[config.mk]
export PLATFORM = sky130hd
export DESIGN_NAME = rf_write_queue_flat
export DESIGN_NICKNAME = d
export VERILOG_FILES = /design/src/rtl/rf_pkg.sv /design/src/rtl/rf_write_queue_if.sv /design/src/rtl/wq_fifo.sv /design/src/rtl/rf_write_queue.sv /design/src/flat_wrapper.sv
export SDC_FILE = /design/constraint.sdc
export NUM_CORES = 1
export LEC_CHECK = 0
export BUFFER_PORTS_ARGS = -buffer_cell sky130_fd_sc_hd__buf_2
export CAP_MARGIN = 40
export CORE_MARGIN = 2
export CORE_UTILIZATION = 55
export CTS_BUF_LIST = sky130_fd_sc_hd__clkbuf_8
export DETAILED_ROUTE_END_ITERATION = 7
export PLACE_DENSITY = 0.76
export RECOVER_POWER = 25
export SETUP_SLACK_MARGIN = 0.4
export SKIP_CTS_REPAIR_TIMING = 1
export SYNTH_ARGS = -nofsm -noshare
export SYNTH_HDL_FRONTEND = slang
export SYNTH_SLANG_ARGS = --single-unit
export TNS_END_PERCENT = 20
[constraint.sdc]
create_clock -name clk_i -period 3 [get_ports clk_i]
set_input_delay 0.3 -clock clk_i [delete_from_list [all_inputs] [get_ports clk_i]]
set_output_delay 0.3 -clock clk_i [all_outputs]
set_load 0.01 [all_outputs]
[src/rtl/rf_pkg.sv]
// Constants and types shared by the register file, its decode logic and the
// write queue in front of it.
package rf_pkg;

  localparam int DATA_W   = 16;
  localparam int ADDR_W   = 4;
  localparam int NUM_REGS = 16;
  localparam int WQ_DEPTH = 4;

  typedef enum logic [1:0] {
    RUN   = 2'd0,
    DRAIN = 2'd1,
    DONE  = 2'd2
  } wq_state_t;

  typedef struct packed {
    logic [ADDR_W-1:0] addr;
    logic [DATA_W-1:0] data;
  } wq_entry_t;

endpackage

[src/rtl/rf_write_queue_if.sv]
// Valid/ready register-write request channel from the datapath to the
// write queue.
interface rf_write_queue_if #(
  parameter int DATA_W = rf_pkg::DATA_W,
  parameter int ADDR_W = rf_pkg::ADDR_W
) ();

  logic              req_valid;
  logic              req_ready;
  logic [ADDR_W-1:0] req_addr;
  logic [DATA_W-1:0] req_data;

  modport master (
    output req_valid,
    output req_addr,
    output req_data,
    input  req_ready
  );

  modport slave (
    input  req_valid,
    input  req_addr,
    input  req_data,
    output req_ready
  );

endinterface

[src/rtl/wq_fifo.sv]
// In-order storage for pending RF writes; every slot is exposed so the top
// level can run the bypass search over the live entries.
module wq_fifo
  import rf_pkg::*;
#(
  parameter int DEPTH = WQ_DEPTH
) (
  input  logic                     clk_i,
  input  logic                     rst_i,
  input  logic                     push_i,
  input  wq_entry_t                push_entry_i,
  input  logic                     pop_i,
  output wq_entry_t                head_o,
  output logic [$clog2(DEPTH)-1:0] rptr_o,
  output logic [$clog2(DEPTH):0]   count_o,
  output wq_entry_t [DEPTH-1:0]    entries_o
);

  localparam int PTR_W = $clog2(DEPTH);
  localparam int CNT_W = PTR_W + 1;
  localparam logic [PTR_W-1:0] PTR_ONE = PTR_W'(1);
  localparam logic [CNT_W-1:0] CNT_ONE = CNT_W'(1);

  wq_entry_t [DEPTH-1:0] mem_q;
  logic [PTR_W-1:0]      wptr_q, wptr_d;
  logic [PTR_W-1:0]      rptr_q, rptr_d;
  logic [CNT_W-1:0]      count_q, count_d;

  always_comb begin
    wptr_d  = wptr_q;
    rptr_d  = rptr_q;
    count_d = count_q;
    if (push_i) begin
      wptr_d = wptr_q + PTR_ONE;
    end
    if (pop_i) begin
      rptr_d = rptr_q + PTR_ONE;
    end
    case ({push_i, pop_i})
      2'b10:   count_d = count_q + CNT_ONE;
      2'b01:   count_d = count_q - CNT_ONE;
      default: count_d = count_q;
    endcase
  end

  always_ff @(posedge clk_i) begin
    if (rst_i) begin
      wptr_q  <= '0;
      rptr_q  <= '0;
      count_q <= '0;
    end else begin
      wptr_q  <= wptr_d;
      rptr_q  <= rptr_d;
      count_q <= count_d;
    end
  end

  // Slots need no reset: the count alone decides which ones are live.
  always_ff @(posedge clk_i) begin
    if (push_i) begin
      mem_q[wptr_q] <= push_entry_i;
    end
  end

  assign head_o    = (count_q != '0) ? mem_q[rptr_q] : '0;
  assign rptr_o    = rptr_q;
  assign count_o   = count_q;
  assign entries_o = mem_q;

endmodule

[src/rtl/rf_write_queue.sv]
// Buffered write front end for the 16x16 register file: queues datapath
// writes, retires one per cycle and offers a newest-first bypass lookup.
module rf_write_queue
  import rf_pkg::*;
#(
  parameter int DEPTH = WQ_DEPTH
) (
  input  logic                   clk_i,
  input  logic                   rst_i,
  rf_write_queue_if.slave        req,
  input  logic                   hold_i,
  input  logic                   drain_i,
  output logic                   done_o,
  output logic                   rf_webar_o,
  output logic [ADDR_W-1:0]      rf_wa_o,
  output logic [DATA_W-1:0]      rf_wd_o,
  input  logic [ADDR_W-1:0]      la_i,
  output logic                   lhit_o,
  output logic [DATA_W-1:0]      ldata_o,
  output logic [$clog2(DEPTH):0] count_o
);

  localparam int PTR_W = $clog2(DEPTH);
  localparam int CNT_W = PTR_W + 1;
  localparam logic [CNT_W-1:0] FULL_CNT = CNT_W'(DEPTH);

  wq_state_t             state_q, state_d;
  logic                  reqReady;
  logic                  pushEn;
  logic                  popEn;
  logic                  drainEmpty;
  wq_entry_t             pushEntry;
  wq_entry_t             headEntry;
  wq_entry_t [DEPTH-1:0] entries;
  logic [PTR_W-1:0]      rptr;
  logic [CNT_W-1:0]      fifoCount;
  logic [PTR_W-1:0]      slotIdx;

  assign pushEntry.addr = req.req_addr;
  assign pushEntry.data = req.req_data;

  assign reqReady      = (fifoCount < FULL_CNT) && (state_q == RUN) && !rst_i;
  assign req.req_ready = reqReady;
  assign pushEn        = req.req_valid && reqReady;

  // The write enable sees only registered occupancy, HOLD and reset.
  assign popEn      = (fifoCount != '0) && !hold_i && !rst_i;
  assign rf_webar_o = !popEn;

  wq_fifo #(
    .DEPTH(DEPTH)
  ) u_fifo (
    .clk_i       (clk_i),
    .rst_i       (rst_i),
    .push_i      (pushEn),
    .push_entry_i(pushEntry),
    .pop_i       (popEn),
    .head_o      (headEntry),
    .rptr_o      (rptr),
    .count_o     (fifoCount),
    .entries_o   (entries)
  );

  // Drain finishes at the edge that leaves the queue empty.
  assign drainEmpty = (fifoCount == {{(CNT_W-1){1'b0}}, popEn});

  always_comb begin
    state_d = state_q;
    case (state_q)
      RUN: begin
        if (drain_i) begin
          state_d = DRAIN;
        end
      end
      DRAIN: begin
        if (drainEmpty) begin
          state_d = DONE;
        end
      end
      DONE:    state_d = RUN;
      default: state_d = RUN;
    endcase
  end

  always_ff @(posedge clk_i) begin
    if (rst_i) begin
      state_q <= RUN;
    end else begin
      state_q <= state_d;
    end
  end

  assign done_o  = (state_q == DONE) && !rst_i;
  assign count_o = rst_i ? '0 : fifoCount;
  assign rf_wa_o = rst_i ? '0 : headEntry.addr;
  assign rf_wd_o = rst_i ? '0 : headEntry.data;

  // Walk oldest to newest so a younger match overrides an older one.
  always_comb begin
    lhit_o  = 1'b0;
    ldata_o = '0;
    slotIdx = rptr;
    for (int k = 0; k < DEPTH; k++) begin
      slotIdx = rptr + PTR_W'(k);
      if ((CNT_W'(k) < fifoCount) && (entries[slotIdx].addr == la_i)) begin
        lhit_o  = 1'b1;
        ldata_o = entries[slotIdx].data;
      end
    end
    if (rst_i) begin
      lhit_o  = 1'b0;
      ldata_o = '0;
    end
  end

endmodule

[src/flat_wrapper.sv]
// flat-port wrapper written by rule: the top's interface ports become plain ports
module rf_write_queue_flat import rf_pkg::*;
#(
  parameter int DEPTH = WQ_DEPTH
)
  (clk_i, rst_i, hold_i, drain_i, done_o, rf_webar_o, rf_wa_o, rf_wd_o, la_i, lhit_o, ldata_o, count_o, req_req_valid, req_req_addr, req_req_data, req_req_ready);
  rf_write_queue_if #(.DATA_W(DATA_W), .ADDR_W(ADDR_W)) req_i ();
  input  logic clk_i;
  input  logic rst_i;
  input  logic hold_i;
  input  logic drain_i;
  output logic done_o;
  output logic rf_webar_o;
  output logic [ADDR_W-1:0] rf_wa_o;
  output logic [DATA_W-1:0] rf_wd_o;
  input  logic [ADDR_W-1:0] la_i;
  output logic lhit_o;
  output logic [DATA_W-1:0] ldata_o;
  output logic [$clog2(DEPTH):0] count_o;
  input wire logic [$bits(req_i.req_valid)-1:0] req_req_valid;
  input wire logic [$bits(req_i.req_addr)-1:0] req_req_addr;
  input wire logic [$bits(req_i.req_data)-1:0] req_req_data;
  output wire logic [$bits(req_i.req_ready)-1:0] req_req_ready;
  assign req_i.req_valid = req_req_valid;
  assign req_i.req_addr = req_req_addr;
  assign req_i.req_data = req_req_data;
  assign req_req_ready = req_i.req_ready;
  rf_write_queue #(.DEPTH(DEPTH)) u_core (.clk_i(clk_i), .rst_i(rst_i), .req(req_i), .hold_i(hold_i), .drain_i(drain_i), .done_o(done_o), .rf_webar_o(rf_webar_o), .rf_wa_o(rf_wa_o), .rf_wd_o(rf_wd_o), .la_i(la_i), .lhit_o(lhit_o), .ldata_o(ldata_o), .count_o(count_o));
endmodule
==> results of run 1 <==
==> synthesized netlist by cell type (5+ instances only) <==
cell,count
edfxtp_1,80
nor2_1,75
a21oi_1,51
mux2i_1,35
nor3_1,34
clkbuf_1,24
mux2_2,24
nand2_1,21
nor2b_1,21
a311o_1,16
o21ai_0,16
o22ai_1,16
xnor2_1,16
o211ai_1,15
buf_2,14
mux4_2,12
a311oi_2,9
dfxtp_1,9
ha_1,9
a311oi_1,7
buf_1,7
mux2_1,7
inv_1,6
and3_1,5
==> path summary, 6_finish.rpt <==
path,start,to,slack [ns],cells past startpoint
hold reg to reg,u_core.state_q[1]$_SDFFE_PP0P_,u_core.state_q[0]$_SDFFE_PP0P_,0.49,1
hold / removal,req_req_data[2],u_core.u_fifo.entries_o[62]$_DFFE_PP_,0.15,1
setup / recovery,u_core.u_fifo.rptr_o[1]$_SDFFE_PP0P_,ldata_o[6],-0.08,7
setup reg to reg,u_core.u_fifo.count_o[0]$_SDFFE_PP0P_,u_core.u_fifo.count_o[2]$_SDFFE_PP0P_,0.66,7
==> worst register-to-register path, cell delays in order (launching register included) <==
cell	delay, ns
dfxtp_1	0.47
inv_1	0.16
ha_1	0.22
a21o_1	0.18
nor2_1	0.37
ha_1	0.37
or3_1	0.36
a21oi_1	0.13
==> metrics by stage <==
stage,power [mW],hold slack (ns)
floorplan,2.08,0.399
global placement,2.29,0.456
detailed placement,2.32,0.477
CTS,3.09,0.128
global route,3.27,0.144
finish,3.13,0.148
==> metal layers <==
layer	up-vias	GRT usage [%]
li1	2265	-
met1	2374	33.5
met2	219	42.3
met3	32	4.88
met4	0	8.52
met5	-	0
==> report_power, final <==
group	total [mW]	internal, mW	switching [mW]
Combinational	0.905	0.381	0.525
Sequential	1.44	1.40	0.0426
Clock	0.782	0.369	0.413
==> area by class of cell <==
class	count	area (um^2)
clock buffer	9	124
clock inverter	7	53.8
fill	868	3940
inverter	8	30.0
multi-input combinational	417	3220
sequential	89	2590
tap	140	175
timing repair buffer	101	612
==> layout by cell type (no fill, tap or decap), types with 3 or more instances in the layout <==
| cell type | instances |
|---|---|
| nor3_1 | 33 |
| buf_2 | 58 |
| clkbuf_1 | 13 |
| buf_6 | 6 |
| a21oi_1 | 51 |
| nor2_1 | 70 |
| a311oi_2 | 13 |
| mux4_2 | 14 |
| o21ai_0 | 16 |
| nor2b_1 | 20 |
| xnor2_1 | 12 |
| a311oi_1 | 3 |
| a311o_1 | 16 |
| mux2_2 | 24 |
| o22ai_1 | 16 |
| and3_1 | 5 |
| xnor2_2 | 4 |
| dfxtp_1 | 7 |
| ha_1 | 9 |
| nor2_2 | 5 |
| clkbuf_8 | 9 |
| mux2_1 | 7 |
| xor2_1 | 4 |
| mux2i_1 | 35 |
| edfxtp_1 | 80 |
| o211ai_1 | 15 |
| buf_4 | 22 |
| inv_1 | 8 |
| nand2_1 | 21 |
| clkinv_1 | 3 |
==> flip-flops by register name, summed over array words and instances (netlist names) <==
register,count
u_core.u_fifo.entries_o,80
u_core.state_q,2
u_core.u_fifo.rptr_o,2
u_core.u_fifo.count_o,3
u_core.u_fifo.wptr_q,2
==> logic make-up after synthesis <==
family | Yosys count | share of synthesized area [%]
AO/OA/AOI/OAI | 137 | 16.1
XOR/XNOR | 21 | 3.18
adder cells (fa/ha/maj) | 9 | 1.87
buffers and inverters | 60 | 4.85
flip-flops | 89 | 43.0
multiplexers | 82 | 17.9
AND/OR/NAND/NOR | 168 | 13.1
==> summary.md, run 1 <==
| Metric | Value |
|---|---|
| Layout cell share with drive strength beyond 1 | 27.3% |
| Starting Density | 55.9% |
| Tcrit/Tclk final | 103% |
| Max VDD drop | 253 uV |
| Most used DFF post-synth | edfxtp_1 |
| Clock Tree Buf Depth | 2 |
| Avg WL per Cell | 19.5 um |
| Critical Path Slowest Stage Cell | mux4_2 |
| DRC | 0 |
| Fmax | 325 MHz |
| Syn_area_per_cell | 10.6 um^2 |
| Unique masters post-synth | 47 |
| CTS buffer count | 9 |
| Met3 WL | 1070 um |
| Die area | 11800 um^2 |
| M1 WL | 6310 um |
| Vias in the first global route | 4519 |
| Core Util, Final | 63.3% |
| # H-tree levels | 3 |
| Vias/cell | 6.34 |
| Fin. max-slew vios | 0 |
| Global placement routability congestion | 0.824 |
| Post-synth EDFFs | 80 |
| Critical path, cell by cell | mux4_2, xnor2_1, nand3_2, or2_4, a311o_1, nor2_1, buf_2 |
| Static Leakage | 2.35 nW |
| Clock Latency Late Sink | 0.37 ns |
| Synth area leader | edfxtp_1 |
| Buffers on Ports | 71 |
| Worst path top cell family by delay | simple AND/OR/NAND/NOR gates |
| Core area | 10700 um^2 |
| Run status | finished with violations |
| Via Count | 4890 |
| Arrival time at the worst endpoint | 2.78 ns |
| Async set-reset flop share out of synthesis | 0% |
| Syn Inst Count | 566 |
| Hold WC Path Type | input port to flop |
| Top cell type's share of synthesized area | 40.0% |
| Min cycle time layout | 3.08 ns |
| CP max stage delay | 0.56 ns |
| RSZ-0062 raised after global routing | true |
| Top routing layer used | met4 |
| Max_cap viols | 0 |
| Critical path fanouts, max | 17 |
| Die Y | 109 um |
| Ant. Diodes | 0 |
| Met2 WL | 7300 um |
| Area contributors post-synth | edfxtp_1 (40%), mux2i_1 (5.8%), nor2_1 (4.7%) |
| Setup WS post-layout | -0.0765 ns |
| CTS tree | built |
| Initial DRT Pass Iterations | 5 |
| Root buffer cell | clkbuf_8 |
| Detail Route Antenna Nets | 0 |
| Non-Filler Instances | 771 |
| Die X | 109 um |
| CP startpoint kind | flop |
| Post-Place Setup Slack | 0.198 ns |
| Warnings, synthesis | 0 |
| Power Density | 460 nW/um^2 |
| Placed instance count | 750 |
| Largest net degree at the start of global routing | 98 |
| Setup TNS | -0.768 ns |
| Synth-to-layout area growth | 13.2% |
| Final Hold Fails | 0 |
| Grt ovf | 0 |
| Syn nets | 604 |
| Total Wirelength | 15000 um |
| Final setup viols | 16 |
| Nets | 664 |
| Crit path buf inv count | 1 |
| Max-slew headroom | 56.5% |
| DRT iter0 DRCs | 478 |
| Sink Count | 89 |
| Clk slew on worst S/H paths | 0.09 ns |
| Critical Path Sink Type | primary output |
| Sequential element share of the synthesized area | 43.0% |
| Final instance area | 6800 um^2 |
| FF+latch count, synth | 89 |
| Cell Rows | 38 |
| WS Path Type | flop to primary output |
| Total GRT Usage | 25.5% |
| Antenna violations before repair | 0 |
| Placed Area | 6490 um^2 |
| Worst-Margin Slew | 0.652 ns |
| DPL Wire Length | 9520 um |
| Mapped Area | 6010 um^2 |
| Clk_skew | 0.0112 ns |
| Failing checks | negative setup slack |
| CP required | 2.70 ns |
| First-pass GRT wire length | 22900 um |
| I/O pin total | 72 |
Power figures use the tool's default switching activity.
==> run 2: changes to the inputs <==
clock period = 3.2 ns   (was 3 ns; I/O delays follow)
==> summary.md, run 2 (synthesis gave the netlist of run 1 again) <==
| Metric | Value |
|---|---|
| Run status | finished clean |
| Hold WC Path Type | input port to flop |
| Starting Density | 55.9% |
| Die area | 11800 um^2 |
| Total Wirelength | 16200 um |
| I/O pin total | 72 |
| Critical path fanouts, max | 7 |
| CP startpoint kind | flop |
| Critical Path Sink Type | primary output |
| Tcrit/Tclk final | 98.3% |
| Sink Count | 89 |
| Fmax | 318 MHz |
| Vias in the first global route | 4721 |
| Number of flip-flops in the largest register | 80 |
| Worst-Margin Slew | 0.861 ns |
| Ant. Diodes | 0 |
| Buffers on Ports | 71 |
| Max_cap viols | 0 |
| Initial DRT Pass Iterations | 8 |
| RSZ-0062 raised after global routing | true |
| # fillers | 852 |
| Detail Route Antenna Nets | 0 |
| Grt ovf | 0 |
| Cell Rows | 38 |
| Core Util, Final | 66.2% |
| Static Leakage | 2.49 nW |
| Commonest non-fill, non-tap cell in the layout | edfxtp_1 |
| Via Count | 4975 |
| Global placement routability congestion | 0.841 |
| Avg WL per Cell | 20.7 um |
| WS Path Type | flop to primary output |
| Final setup viols | 0 |
| Setup WS post-layout | 0.0546 ns |
| CP required | 2.88 ns |
| Core area | 10700 um^2 |
| Root buffer cell | clkbuf_8 |
| Die Y | 109 um |
| CTS tree | built |
| Clock Tree Buf Depth | 2 |
| DRT iter0 DRCs | 468 |
| Min cycle time layout | 3.15 ns |
| Nets | 679 |
| Power Density | 439 nW/um^2 |
| Arrival time at the worst endpoint | 2.83 ns |
| Max VDD drop | 303 uV |
| DPL Wire Length | 9880 um |
| Final instance area | 7110 um^2 |
| First-pass GRT wire length | 23800 um |
| Vias/cell | 6.33 |
| Final Hold Fails | 0 |
| DRC | 0 |
| Clk slew on worst S/H paths | 0.09 ns |
| CTS buffer count | 9 |
| Max-slew headroom | 42.6% |
| Total GRT Usage | 26.5% |
| Antenna violations before repair | 0 |
| Die X | 109 um |
| Layout cell share with drive strength beyond 1 | 31.4% |
| Clock Latency Late Sink | 0.38 ns |
| Fin. max-slew vios | 0 |
| Clk_skew | 0.0118 ns |
| Largest net degree at the start of global routing | 97 |
| Placed Area | 6470 um^2 |
| Synth-to-layout area growth | 18.3% |
| Post-Place Setup Slack | 0.211 ns |
| # H-tree levels | 3 |
| Most frequent cells in the layout | edfxtp_1 (80), nor2_1 (70), buf_2 (57) |
run 2: changes by cell type in the layout (fill, tap and decap cells not counted), moves of 2 or more:
cell | previous run | this run
buf_4 | 22 | 29
nor3_1 | 33 | 27
nor3_2 | 1 | 6
clkinv_1 | 3 | 0
or2_4 | 1 | 4
xnor2_1 | 12 | 9
xnor2_2 | 4 | 7
buf_12 | 2 | 4
clkbuf_16 | 0 | 2
clkinv_4 | 0 | 2
mux4_1 | 2 | 0
mux4_2 | 14 | 16
run 2: where the power goes:
part | switching, mW | internal [mW]
Clock | 0.404 | 0.434
Combinational | 0.526 | 0.399
Sequential | 0.0418 | 1.31
Total | 0.972 | 2.15
run 2: layout make-up:
class	count	area [um^2]	area share, %
clock buffer	9	124	1.74
tap	140	175	2.46
multi-input combinational	419	3320	46.7
clock inverter	7	88.8	1.25
inverter	8	30.0	0.422
sequential	89	2590	36.4
timing repair buffer	114	779	11.0
run 2: through the flow:
stage / hold WS, ns / instances / TNS [ns] / power [mW]
final: 0.168 / 786 / 0 / 3.12
after global routing: 0.169 / 786 / -0.0882 / 3.25
after CTS: 0.143 / 762 / -2.94 / 3.01
after detailed placement: 0.493 / 746 / 0 / 2.18
after global placement: 0.453 / 746 / 0 / 2.14
after floorplan: 0.419 / 566 / 0 / 1.95
run 2: critical path: stages, from the launching register on:
cell	delay, ns
dfxtp_4	0.38
buf_12	0.12
mux4_2	0.54
and3b_2	0.25
o211ai_4	0.28
nor2b_4	0.10
buf_6	0.15
a311o_1	0.37
nor2_2	0.12
buf_2	0.14
run 2: final timing paths:
path / startpoint / end / slack, ns / depth (start not counted)
setup / recovery: u_core.u_fifo.rptr_o[0]$_SDFFE_PP0P_ / ldata_o[14] / 0.05 / 9
hold / removal: req_req_data[4] / u_core.u_fifo.entries_o[44]$_DFFE_PP_ / 0.17 / 1
setup reg to reg: u_core.u_fifo.count_o[0]$_SDFFE_PP0P_ / u_core.u_fifo.count_o[2]$_SDFFE_PP0P_ / 0.77 / 7
hold reg to reg: u_core.state_q[1]$_SDFFE_PP0P_ / u_core.state_q[0]$_SDFFE_PP0P_ / 0.50 / 1
run 2: layer usage:
metal | wire [um] | part of all wire [%] | GRT usage (%) | up-vias
met4 | 463 | 2.9 | 12.2 | 0
met2 | 8060 | 50 | 43.9 | 228
li1 | - | - | - | 2304
met1 | 6520 | 40 | 34.3 | 2405
met3 | 1200 | 7.4 | 4.16 | 38
met5 | 0 | 0 | 0 | -
